--- src/rtl/apb_regspace_bridge.sv ---
`default_nettype none
// ============================================================================
//  Module      : apb_regspace_bridge
//  Description : APB3 completer that converts each APB transfer into a single
//                register-space transaction toward one register bank. Writes
//                use the bank's wreq valid/ready handshake. Reads use the
//                rreq request plus the rack acknowledge handshake. Only one
//                transfer is in flight at a time.
//  Revision    : 1.0 - initial release
// ----------------------------------------------------------------------------
//  Optional feature macro : REGSPACE_BRIDGE_TIMEOUT_EN
//    defined   - a bank handshake that stays pending for TIMEOUT cycles is
//                abandoned. The bridge then completes the APB transfer with
//                pslverr=1, and with prdata=0 for a read.
//    undefined - the bridge waits indefinitely. pslverr is constant 0.
// ----------------------------------------------------------------------------
//  Ports
//    clk, rst_n          : clock, asynchronous active-low reset
//    psel_i .. pwdata_i  : APB request (setup/access phase, byte address)
//    pready_o, prdata_o,
//    pslverr_o           : APB completion, read data and error
//    rreq_*_o, rreq_rdy_i: read request toward the bank (word address)
//    rack_*_i, rack_rdy_o: read acknowledge from the bank
//    wreq_*_o, wreq_rdy_i: write request toward the bank (word address, data)
// ============================================================================
module apb_regspace_bridge #(
    parameter int ADDR_W  = 16,
    parameter int DATA_W  = 32,
    parameter int TIMEOUT = 255
) (
    input  logic              clk,
    input  logic              rst_n,
    // APB completer
    input  logic              psel_i,
    input  logic              penable_i,
    input  logic              pwrite_i,
    input  logic [ADDR_W+1:0] paddr_i,
    input  logic [DATA_W-1:0] pwdata_i,
    output logic              pready_o,
    output logic [DATA_W-1:0] prdata_o,
    output logic              pslverr_o,
    // Register-space read request / acknowledge
    output logic [ADDR_W-1:0] rreq_addr_o,
    output logic              rreq_vld_o,
    input  logic              rreq_rdy_i,
    input  logic [DATA_W-1:0] rack_data_i,
    input  logic              rack_vld_i,
    output logic              rack_rdy_o,
    // Register-space write request
    output logic [ADDR_W-1:0] wreq_addr_o,
    output logic [DATA_W-1:0] wreq_data_o,
    output logic              wreq_vld_o,
    input  logic              wreq_rdy_i
);

    typedef enum logic [1:0] {
        S_IDLE  = 2'd0,
        S_WRITE = 2'd1,
        S_READ  = 2'd2,
        S_RESP  = 2'd3
    } state_t;

    state_t            state_q, state_d;
    logic [ADDR_W-1:0] addr_q,    addr_d;
    logic [DATA_W-1:0] wdata_q,   wdata_d;
    logic [DATA_W-1:0] prdata_q,  prdata_d;
    logic              pready_q,  pready_d;
    logic              pslverr_q, pslverr_d;
    logic              wvld_q,    wvld_d;
    logic              rvld_q,    rvld_d;     // drives both rreq_vld and rack_rdy

    logic              w_timeout;

    // Completion of a read depends only on the acknowledge. rreq_rdy is
    // normally seen in the same cycle, but it is not needed for completion.
    // The byte-lane bits of paddr are dropped.
    logic w_unused_inputs;
    assign w_unused_inputs = ^{rreq_rdy_i, paddr_i[1:0]};

`ifdef REGSPACE_BRIDGE_TIMEOUT_EN
    localparam int CNT_W = ($clog2(TIMEOUT + 1) < 8) ? 8 : $clog2(TIMEOUT + 1);
    localparam logic [CNT_W-1:0] C_TIMEOUT = CNT_W'(TIMEOUT);

    logic [CNT_W-1:0] cnt_q, cnt_d;
    logic [CNT_W-1:0] w_cnt_inc;

    // cnt_q holds the number of cycles already spent waiting. The abort
    // fires on the edge that would make the count equal TIMEOUT, so the
    // request stays valid for exactly TIMEOUT cycles.
    assign w_cnt_inc = cnt_q + 1'b1;
    assign w_timeout = (w_cnt_inc == C_TIMEOUT);

    always_comb begin
        cnt_d = '0;
        if ((state_q == S_WRITE) || (state_q == S_READ)) begin
            cnt_d = w_cnt_inc;
        end
    end

    always_ff @(posedge clk or negedge rst_n) begin
        if (!rst_n) begin
            cnt_q <= '0;
        end else begin
            cnt_q <= cnt_d;
        end
    end
`else
    localparam int C_UNUSED_TIMEOUT = TIMEOUT;
    assign w_timeout = 1'b0;
`endif

    // ------------------------------------------------------------------
    // Next-state and registered-output logic
    // ------------------------------------------------------------------
    always_comb begin
        state_d   = state_q;
        addr_d    = addr_q;
        wdata_d   = wdata_q;
        prdata_d  = prdata_q;
        pready_d  = 1'b0;
        pslverr_d = 1'b0;
        wvld_d    = wvld_q;
        rvld_d    = rvld_q;

        case (state_q)
            S_IDLE: begin
                // Only a setup phase seen here starts a transfer. Setups
                // seen in any other state are ignored.
                if (psel_i && !penable_i) begin
                    addr_d  = paddr_i[ADDR_W+1:2];
                    wdata_d = pwdata_i;
                    if (pwrite_i) begin
                        wvld_d  = 1'b1;
                        state_d = S_WRITE;
                    end else begin
                        rvld_d  = 1'b1;
                        state_d = S_READ;
                    end
                end
            end

            S_WRITE: begin
                // A handshake wins over a timeout that expires in the same cycle.
                if (wvld_q && wreq_rdy_i) begin
                    wvld_d   = 1'b0;
                    pready_d = 1'b1;
                    state_d  = S_RESP;
                end else if (w_timeout) begin
                    wvld_d    = 1'b0;
                    pready_d  = 1'b1;
                    pslverr_d = 1'b1;
                    state_d   = S_RESP;
                end
            end

            S_READ: begin
                if (rvld_q && rack_vld_i) begin
                    prdata_d = rack_data_i;
                    rvld_d   = 1'b0;
                    pready_d = 1'b1;
                    state_d  = S_RESP;
                end else if (w_timeout) begin
                    prdata_d  = '0;
                    rvld_d    = 1'b0;
                    pready_d  = 1'b1;
                    pslverr_d = 1'b1;
                    state_d   = S_RESP;
                end
            end

            S_RESP: begin
                // pready_d defaults to 0, so pready is high for one cycle only.
                state_d = S_IDLE;
            end

            default: begin
                state_d = S_IDLE;
                wvld_d  = 1'b0;
                rvld_d  = 1'b0;
            end
        endcase
    end

    always_ff @(posedge clk or negedge rst_n) begin
        if (!rst_n) begin
            state_q   <= S_IDLE;
            addr_q    <= '0;
            wdata_q   <= '0;
            prdata_q  <= '0;
            pready_q  <= 1'b0;
            pslverr_q <= 1'b0;
            wvld_q    <= 1'b0;
            rvld_q    <= 1'b0;
        end else begin
            state_q   <= state_d;
            addr_q    <= addr_d;
            wdata_q   <= wdata_d;
            prdata_q  <= prdata_d;
            pready_q  <= pready_d;
            pslverr_q <= pslverr_d;
            wvld_q    <= wvld_d;
            rvld_q    <= rvld_d;
        end
    end

    assign pready_o    = pready_q;
    assign prdata_o    = prdata_q;
    assign pslverr_o   = pslverr_q;
    assign rreq_addr_o = addr_q;
    assign rreq_vld_o  = rvld_q;
    assign rack_rdy_o  = rvld_q;
    assign wreq_addr_o = addr_q;
    assign wreq_data_o = wdata_q;
    assign wreq_vld_o  = wvld_q;

endmodule
`default_nettype wire

--- config.mk ---
export PLATFORM = sky130hd
export DESIGN_NAME = apb_regspace_bridge
export DESIGN_NICKNAME = d
export VERILOG_FILES = /design/src/rtl/apb_regspace_bridge.sv
export SDC_FILE = /design/constraint.sdc
export NUM_CORES = 1
export LEC_CHECK = 0
export CAP_MARGIN = 20
export CORE_UTILIZATION = 44
export CTS_CLUSTER_SIZE = 28
export DETAILED_ROUTE_END_ITERATION = 8
export DONT_BUFFER_PORTS = 1
export GPL_TIMING_DRIVEN = 0
export SYNTH_ARGS = -nofsm -noshare
export SYNTH_HDL_FRONTEND = slang
export SYNTH_SLANG_ARGS = --single-unit
--- constraint.sdc ---
create_clock -name clk -period 2.62 [get_ports clk]
set_input_delay 0.524 -clock clk [delete_from_list [all_inputs] [get_ports clk]]
set_output_delay 0.524 -clock clk [all_outputs]
set_load 0.05 [all_outputs]
==> impl_results.md, run 1 <==
- Remaining global-route overflow: 0
- Worst Path Required: roughly 2.1 ns
- Top post-synthesis cells by count: 85 x dfrtp_1, 60 x mux2_1, 20 x mux2_4
- Crit-path max FO: 6
- Synth Cell Area: between 3000 and 4000 um2
- Vias/cell: roughly 5
- Crit path time final: roughly 1.9 ns
- Synth warn: 0
- Top delay family on crit path: flip-flops
- Unique masters post-synth: 24
- Setup Viol. Count Final: 0
- Crit path launch type: register
- Port buffer count: 0
- Final period util: around 73%
- CP Buf/Inv Count: 1
- Detailed Route WL: approximately 6300 um
- Register area: about 2100 um2
- Post-DR wirelength/cell: ~18 um
- FILL cells: ~670
- Cell Area, Placed: ~3600 um2
- R2R Setup Slk: between 0.7 and 0.8 ns
- Synth Area in Compound Gates: 1.28%
- Multiplexer area fraction after synthesis: between 20% and 30%
- EDFF count, synth: 0
- Max clock buf depth: 2
- Slowest cell on crit path: dfrtp_1
- Met3 usage: 6.20%
- Worst Max-Slew Pin Slew: slightly below 0.6 ns
- Total die area: between 8000 and 9000 um2
- Layout cell share with drive strength beyond 1: around 27%
- Multi-input logic area: roughly 1200 um2
- H-tree depth: 3
- Root Buffer: clkbuf_8
- RSZ-0062 raised after global routing: false
- Worst Path Arrival: 1.38 ns
- First-pass GRT wire length: around 9800 um
- Max stage delay on crit path: between 0.7 and 0.8 ns
- Critical-path cell list: buf_4
- Worst hold path class: in2async
- Syn Inst Count: ~220
- Via Count: between 1500 and 2000
- Setup TNS: 0 ns
- Clk slew on worst S/H paths: ~0.09 ns
- Core area: 7730 um2
- Post-route non-filler standard cell count: about 340
- Fin. Hold Viols: 0
- # placed instances: approximately 320
- Post-synth top area share: around three fifths
- Synth-to-Final Area Change: 10.1%
- Worst clock skew: about 0.011 ns
- Die span in y: between 90 and 100 um
- Seq cells post-synth: 85
- Met2 usage: between 20% and 30%
- Status: complete, no violations
- GP Congestion: 0.711
- Final nets: 328
- Worst skew pair latency: around 0.34 ns
- Drt drc: 0
- CTS tree: yes
- CTS Buf Count: 9
- Initial Util: between 40% and 50%
- Die Span X: between 90 and 100 um
- Most frequent cell after synthesis: dfrtp_1
- Row count: 32
- Vias in the first global route: about 1800
- Relative slew slack: 60.3%
- Setup crit end kind: primary output
- Detailed Routing Iterations Pass 1: 4
- Main combinational cell family by area after synthesis: multiplexers
- Clock sinks: 85
- Gr busiest metal: met2
- CP Class: reg2out
- Hold_ws: around 0.077 ns
- Largest net degree at the start of global routing: 86
- Top FF cell, synth: dfrtp_1
- GRT Total Usage: between 10% and 20%
- Max Cap Violations: 0
- Ys async rst share: between 90% and 100%
- Post-synthesis simple-gate area fraction: ~1.9%
- Synth top area cells: dfrtp_1 60%, mux2_1 19%, mux2_4 8.5%
- Initial DRC Count: 52
- Design area: between 3000 and 4000 um2
- Highest clock rate: approximately 530 MHz
- Syn_area_per_cell: about 16 um2
- I/O pin count: roughly 190
- Syn Nets: 316
- Leading area contributor after synthesis: dfrtp_1
- Final antenna-violating net count: 0
- Fin. max-slew vios: 0
- Sequential fraction of the synthesis area: 60.4%
- GR met1 Demand/Resource: between 15 and 20%
- Detailed Place HPWL: ~4600 um
- Antenna violations before repair: 1
- Post-Synth XOR/XNOR Area: 0%
- Adder-cell share of the synthesized area: approximately 1.4%
[through the flow]
step | setup slack (ns) | util (%)
2_1_floorplan | 1.01 | -
6_report | 0.718 | 50.1
4_1_cts | 0.652 | 50.1
3_3_place_gp | 0.745 | 47.2
3_5_place_dp | 0.666 | 47.2
5_1_grt | 0.616 | 50.1
[path summary, 6_finish.rpt]
kind	from	to	cells after the start
max	rack_rdy_o	rreq_vld_o	1
min	rst_n	prdata_o[30]	1
max reg2reg	rack_rdy_o	prdata_o[18]	3
min reg2reg	state_q[0]	state_q[0]	2
max in group asynchronous	rst_n	prdata_o[13]	1
min in group clk	rack_data_i[27]	prdata_o[27]	1
[layout make-up]
type                            instances  share of cell area (%)
Sequential cell                        85                    54.9
Multi-Input combinational cell        107                    30.5
Buffer                                 27                    5.20
Clock buffer                           12                    4.26
Tap cell                              102                    3.29
Clock inverter                          4                   0.807
Timing Repair Buffer                    1                   0.710
Inverter                                3                   0.291
Antenna cell                            1                  0.0646
[what timing repair did]
item / in CTS / in global routing
hold endpoints to repair: 85 / 0
hold buffers: 1 / 0
setup buffers: 0 / 0
resized for setup: 0 / 0
[layer usage]
metal / routed length, um / share of wire (%)
met1: 2470 / 39
met2: 3170 / 50
met3: 552 / 8.8
met4: 87 / 1.4
met5: 0 / 0
[sequential cells by signal, indices dropped and copies added, names as in the netlist]
register     cells
state_q          2
wreq_vld_o       1
prdata_o        32
pready_o         1
rack_rdy_o       1
wreq_data_o     32
rreq_addr_o     16
[cells in the final DEF (no fill, tap or decap), types with 2 or more instances in the layout]
cell type   netlist  routed
ha_1              4       4
mux2_1           60      60
buf_2             5       5
nand3_1           2       2
nand2_1           4       4
buf_6             3       3
inv_1             3       3
mux2i_1           4       4
buf_4            19      19
clkbuf_8          0      12
mux2_4           20      20
dfrtp_1          85      85
clkinvlp_4        0       3
[cell families after synthesis]
| logic type | count (synthesis) |
|---|---|
| buffers and inverters | 30 |
| other | 1 |
| AOI/OAI and AO/OA | 6 |
| muxes | 84 |
| DFF | 85 |
| and+or+nand+nor | 12 |
| adders and majority gates | 4 |
Power of run 1 is not shown: default switching activity piles up to over one toggle a cycle in this logic, so the estimate is an artifact.
==> run 2: changes to the inputs <==
Clock period 2.62 ns to 1.5 ns, I/O delays scaled along.
==> run 2 against run 1 <==
The flow now finishes with violations (negative hold slack, negative setup slack); final cell count increased by 3.2%; final area is 10% higher; non-clock buffer count grew 12; sequential cell count did not move; highest routed layer unchanged.
==> impl_results.md, run 2 (synthesis results as in run 1) <==
- Highest clock rate: about 650 MHz
- Commonest non-fill, non-tap cells in the layout: 67 x dfrtp_1, 47 x mux2_4, 33 x mux2_1
- Crit path launch type: register
- Total die area: roughly 8400 um2
- CP Class: reg2reg
- Die Span X: just over 90 um
- Status: finished, violations left
- Fin. Hold Viols: 85
- Final nets: between 300 and 400
- Largest net degree at the start of global routing: 86
- Vias/cell: 5.18
- Final antenna-violating net count: 0
- Drt drc: 0
- CTS Buf Count: 9
- Port buffer count: 0
- Detailed Route WL: a little under 7000 um
- Detailed Place HPWL: roughly 4600 um
- Antenna violations before repair: 0
- Max Cap Violations: 0
- Row count: 32
- CTS tree: yes
- Failing checks: negative hold slack, negative setup slack
- Initial Util: 45.6%
- GRT Total Usage: around 17%
- Clock sinks: 85
- Initial DRC Count: 70
- RSZ-0062 raised after global routing: true
- Setup Viol. Count Final: 48
- Fin. max-slew vios: 0
- R2R cell count: 6
- Root Buffer: clkbuf_8
- Final period util: 103%
- Setup crit end kind: register
- Worst clock skew: 0.0111 ns
- Worst hold path class: in2async
- Via Count: roughly 1800
- Inserted Diodes: 0
- Commonest non-fill, non-tap cell in the layout: dfrtp_1
- H-tree depth: 3
- Worst Path Required: between 1.5 and 2 ns
- Synth-to-Final Area Change: 21.1%
- Layout cell share with drive strength beyond 1: about half
- Hold_ws: -0.361 ns
- Worst skew pair latency: around 0.34 ns
- Crit path time final: around 1.5 ns
- Core area: just under 8000 um2
- Max clock buf depth: 2
- Design area: around 4300 um2
- Die span in y: 91.5 um
- Worst Max-Slew Pin Slew: 0.519 ns
- Remaining global-route overflow: 0
- Vias in the first global route: ~2000
- Clk slew on worst S/H paths: 0.09 ns
- Final worst slack: -0.0427 ns
- Relative slew slack: about 65%
- Crit-path max FO: 8
- Post-DR wirelength/cell: about 19 um
- First-pass GRT wire length: 10700 um
- I/O pin count: around 190
- Detailed Routing Iterations Pass 1: 5
- Cell Area, Placed: roughly 3700 um2
- Worst Path Arrival: about 1.8 ns
- GP Congestion: between 0.7 and 0.8
==> run 2: cell count changes in the layout (fill, tap and decap cells not counted), moves of 3 or more <==
cell and change:
buf_4 +3, dfrtp_2 +17, buf_6 +6, mux2_1 -27
buf_2 -5, dfrtp_1 -18, mux2_4 +27, buf_8 +3
buf_16 +3
==> run 2: cell type report <==
type / count / area (um2)
buffer: 26 / 262
clock buffer: 11 / 141
clock inverter: 5 / 60.1
fill: 638 / 3460
inverter: 3 / 11.3
multi-input combinational: 107 / 1310
sequential: 85 / 2150
tap: 102 / 128
timing repair buffer: 14 / 200
==> run 2: metrics by stage <==
step	setup WS, ns	TNS, ns	std cells	hold slack (ns)	util (%)
5_1_grt	-0.115	-5.81	353	-0.396	55.2
6_report	-0.0427	-1.37	353	-0.361	55.2
3_5_place_dp	-0.266	-15.20	324	0.00615	47.6
3_3_place_gp	-0.271	-16.62	324	0.00581	47.6
2_1_floorplan	-0.0327	-0.654	222	0.00441	-
4_1_cts	-0.0397	-1.34	353	-0.388	55.1
==> run 2: path summary, 6_finish.rpt <==
kind / start / endpoint / slack [ns]
setup / recovery: state_q[0] / rreq_addr_o[14] / -0.04
hold / removal: rst_n / prdata_o[25] / -0.36
setup reg to reg: state_q[0] / rreq_addr_o[14] / -0.04
hold reg to reg: state_q[0] / state_q[0] / 0.60
max in group asynchronous: rst_n / rreq_addr_o[1] / 1.73
min in group clk: rack_data_i[27] / prdata_o[27] / 0.08
==> run 2: routing by layer <==
layer  up-vias  track usage [%]  wire length [um]
li1        793                -                 -
met1       928             21.1              2690
met2        93             26.9              3430
met3        14             5.28               536
met4         0             8.20               149
met5         -                0                 0
==> run 2: worst max-delay path, stage by stage, from the launching register on <==
cell and delay (ns):
dfrtp_1 0.40, inv_2 0.09, ha_4 0.14, nand3b_1 0.15, buf_8 0.21, buf_12 0.14, mux2_4 0.29
==> run 2: repair_timing <==
| action | 4_1_cts | 5_1_grt |
|---|---|---|
| endpoints found under the setup margin | 100 | 79 |
| gates resized for setup | 68 | 2 |
| hold endpoints to repair | 85 | 85 |
| cloned | 4 | 0 |
| pin swaps | 3 | 2 |
| setup buffers | 10 | 0 |
Power of run 2 is left out for the same reason.
==> run 3: changes to the inputs <==
Clock period 1.5 ns to 1.8 ns, I/O delays scaled along.
==> run 3 against run 2 <==
The run ends with negative hold slack left; critical path depth increased by 1; critical endpoint is now wreq_data_o[14]; highest routed layer unchanged; hold slack better by 0.060 ns; clock skew fell by 0.00087 ns; global-route usage shrank 1.3 points.
==> impl_results.md, run 3 (synthesis results as in run 1) <==
- Slowest cell on crit path: dfrtp_1
- Vias in the first global route: approximately 1800
- Initial Util: between 40 and 50%
- End point of the critical path: wreq_data_o[14]
- Vias/cell: just over 5
- Final nets: between 300 and 400
- Relative slew slack: about 63%
- Post-DR wirelength/cell: 18.3 um
- GRT Total Usage: 15.7%
- GP Congestion: approximately 0.7
- Worst setup startpoint: state_q[1]
- Crit path time final: roughly 1.7 ns
- Final worst slack: slightly below 0.08 ns
- Setup Viol. Count Final: 0
- Cell mode on critical path: buf_6
- Critical-path cell list: inv_2 > ha_1 > buf_6 > nand3b_1 > buf_6 > buf_4 > mux2_1
- Crit-path max FO: 8
- H-tree depth: 3
- Failing checks: negative hold slack
- CP Class: reg2reg
- Top delay family on crit path: buffers and inverters
- Max Cap Violations: 0
- Row count: 32
- Worst Max-Slew Pin Slew: approximately 0.55 ns
- Commonest non-fill, non-tap cells in the layout: 84 x dfrtp_1, 60 x mux2_1, 25 x buf_4
- Final antenna-violating net count: 0
- Drt drc: 0
- RR Startpoint: state_q[1]
- Worst hold path class: in2async
- Die span in y: between 90 and 100 um
- First-pass GRT wire length: a little under 10000 um
- Critical Path Stages: 7
- Max clock buf depth: 2
- Status: finished, violations left
- Detailed Route WL: 6360 um
- Reg2Reg Capture Point: wreq_data_o[14]
- Worst clock skew: about 0.010 ns
- Largest net degree at the start of global routing: 86
- Synth-to-Final Area Change: 11.2%
- Fin. Hold Viols: 85
- Final period util: between 90% and 100%
- Max stage delay on crit path: 0.40 ns
- Worst skew pair latency: 0.34 ns
- Clk slew on worst S/H paths: 0.09 ns
- I/O pin count: around 190
- Die Span X: 91.5 um
- Worst Path Arrival: 1.95 ns
- Initial DRC Count: between 40 and 50
- Total die area: approximately 8400 um2
- Pre-CTS setup slack: -0.154 ns
- Setup crit end kind: register
- Detailed Place HPWL: roughly 4600 um
- CTS Buf Count: 9
- R2R cell count: 7
- CP Buf/Inv Count: 4
- Setup TNS: 0 ns
- Clock sinks: 85
- CTS tree: yes
- Fin. max-slew vios: 0
- Crit path launch type: register
- Hold_ws: -0.300 ns
- Remaining global-route overflow: 0
- Port buffer count: 0
- Core area: 7730 um2
- Worst Path Required: a little over 2 ns
- Root Buffer: clkbuf_8
- FILL cells: approximately 670
- Antenna violations before repair: 1
- Via Count: about 1800
- Detailed Routing Iterations Pass 1: 4
- Commonest non-fill, non-tap cell in the layout: dfrtp_1
- Highest clock rate: between 500 and 600 MHz
- R2R Setup Slk: between 0.07 and 0.08 ns
- Layout cell share with drive strength beyond 1: between 20% and 30%
run 3: cell count changes in the layout (fill, tap and decap cells not counted), sizes merged:
cell,delta
buf,-8
clkinv,-2
bufinv,-1
clkinvlp,+2
clkbuf,+2
diode,+1
run 3: worst min-delay path by stage:
stage / cells after the start / to / slack [ns]
floorplan: 0 / prdata_o[0] / 0.06
global placement: 0 / prdata_o[22] / 0.07
detailed placement: 0 / prdata_o[26] / 0.07
CTS: 0 / prdata_o[26] / -0.32
global route: 0 / prdata_o[28] / -0.34
finish: 0 / prdata_o[26] / -0.30
run 3: per-layer routing:
metal	share of wire [%]	global-route usage, %	up-vias
li1	-	-	785
met4	1.4	7.54	0
met3	8.6	6.11	8
met1	39	18.0	891
met2	51	25.6	88
met5	0	0	-
run 3: layout make-up:
class / count / area [um2] / share of cell area [%]
Multi-Input combinational cell: 107 / 1190 / 30.3
Inverter: 3 / 11.3 / 0.288
Antenna cell: 1 / 2.50 / 0.0639
Clock inverter: 4 / 31.3 / 0.799
Sequential cell: 85 / 2130 / 54.4
Clock buffer: 12 / 165 / 4.22
Buffer: 27 / 218 / 5.56
Timing Repair Buffer: 6 / 45.0 / 1.15
Tap cell: 102 / 128 / 3.26
run 3: metrics by stage:
step           hold WS [ns]  instance area [um2]  cells  utilization [%]
2_1_floorplan        0.0644                 3520    222                -
3_3_place_gp         0.0658                 3650    324             47.2
3_5_place_dp         0.0660                 3650    324             47.2
4_1_cts              -0.325                 3880    343             50.2
5_1_grt              -0.336                 3910    346             50.6
6_report             -0.300                 3920    347             50.7
run 3: worst reg2reg max path: stages (launching register included):
cell      delay (ns)
dfrtp_1         0.40
inv_2           0.08
ha_1            0.15
buf_6           0.12
nand3b_1        0.20
buf_6           0.21
buf_4           0.14
mux2_1          0.30
run 3: repair_timing:
action	CTS	global route
endpoints found under the setup margin	50	46
resized for setup	3	6
buffers inserted	3	3
pin swaps	1	1
hold endpoints to repair	85	85
Power of run 3 is left out for the same reason.
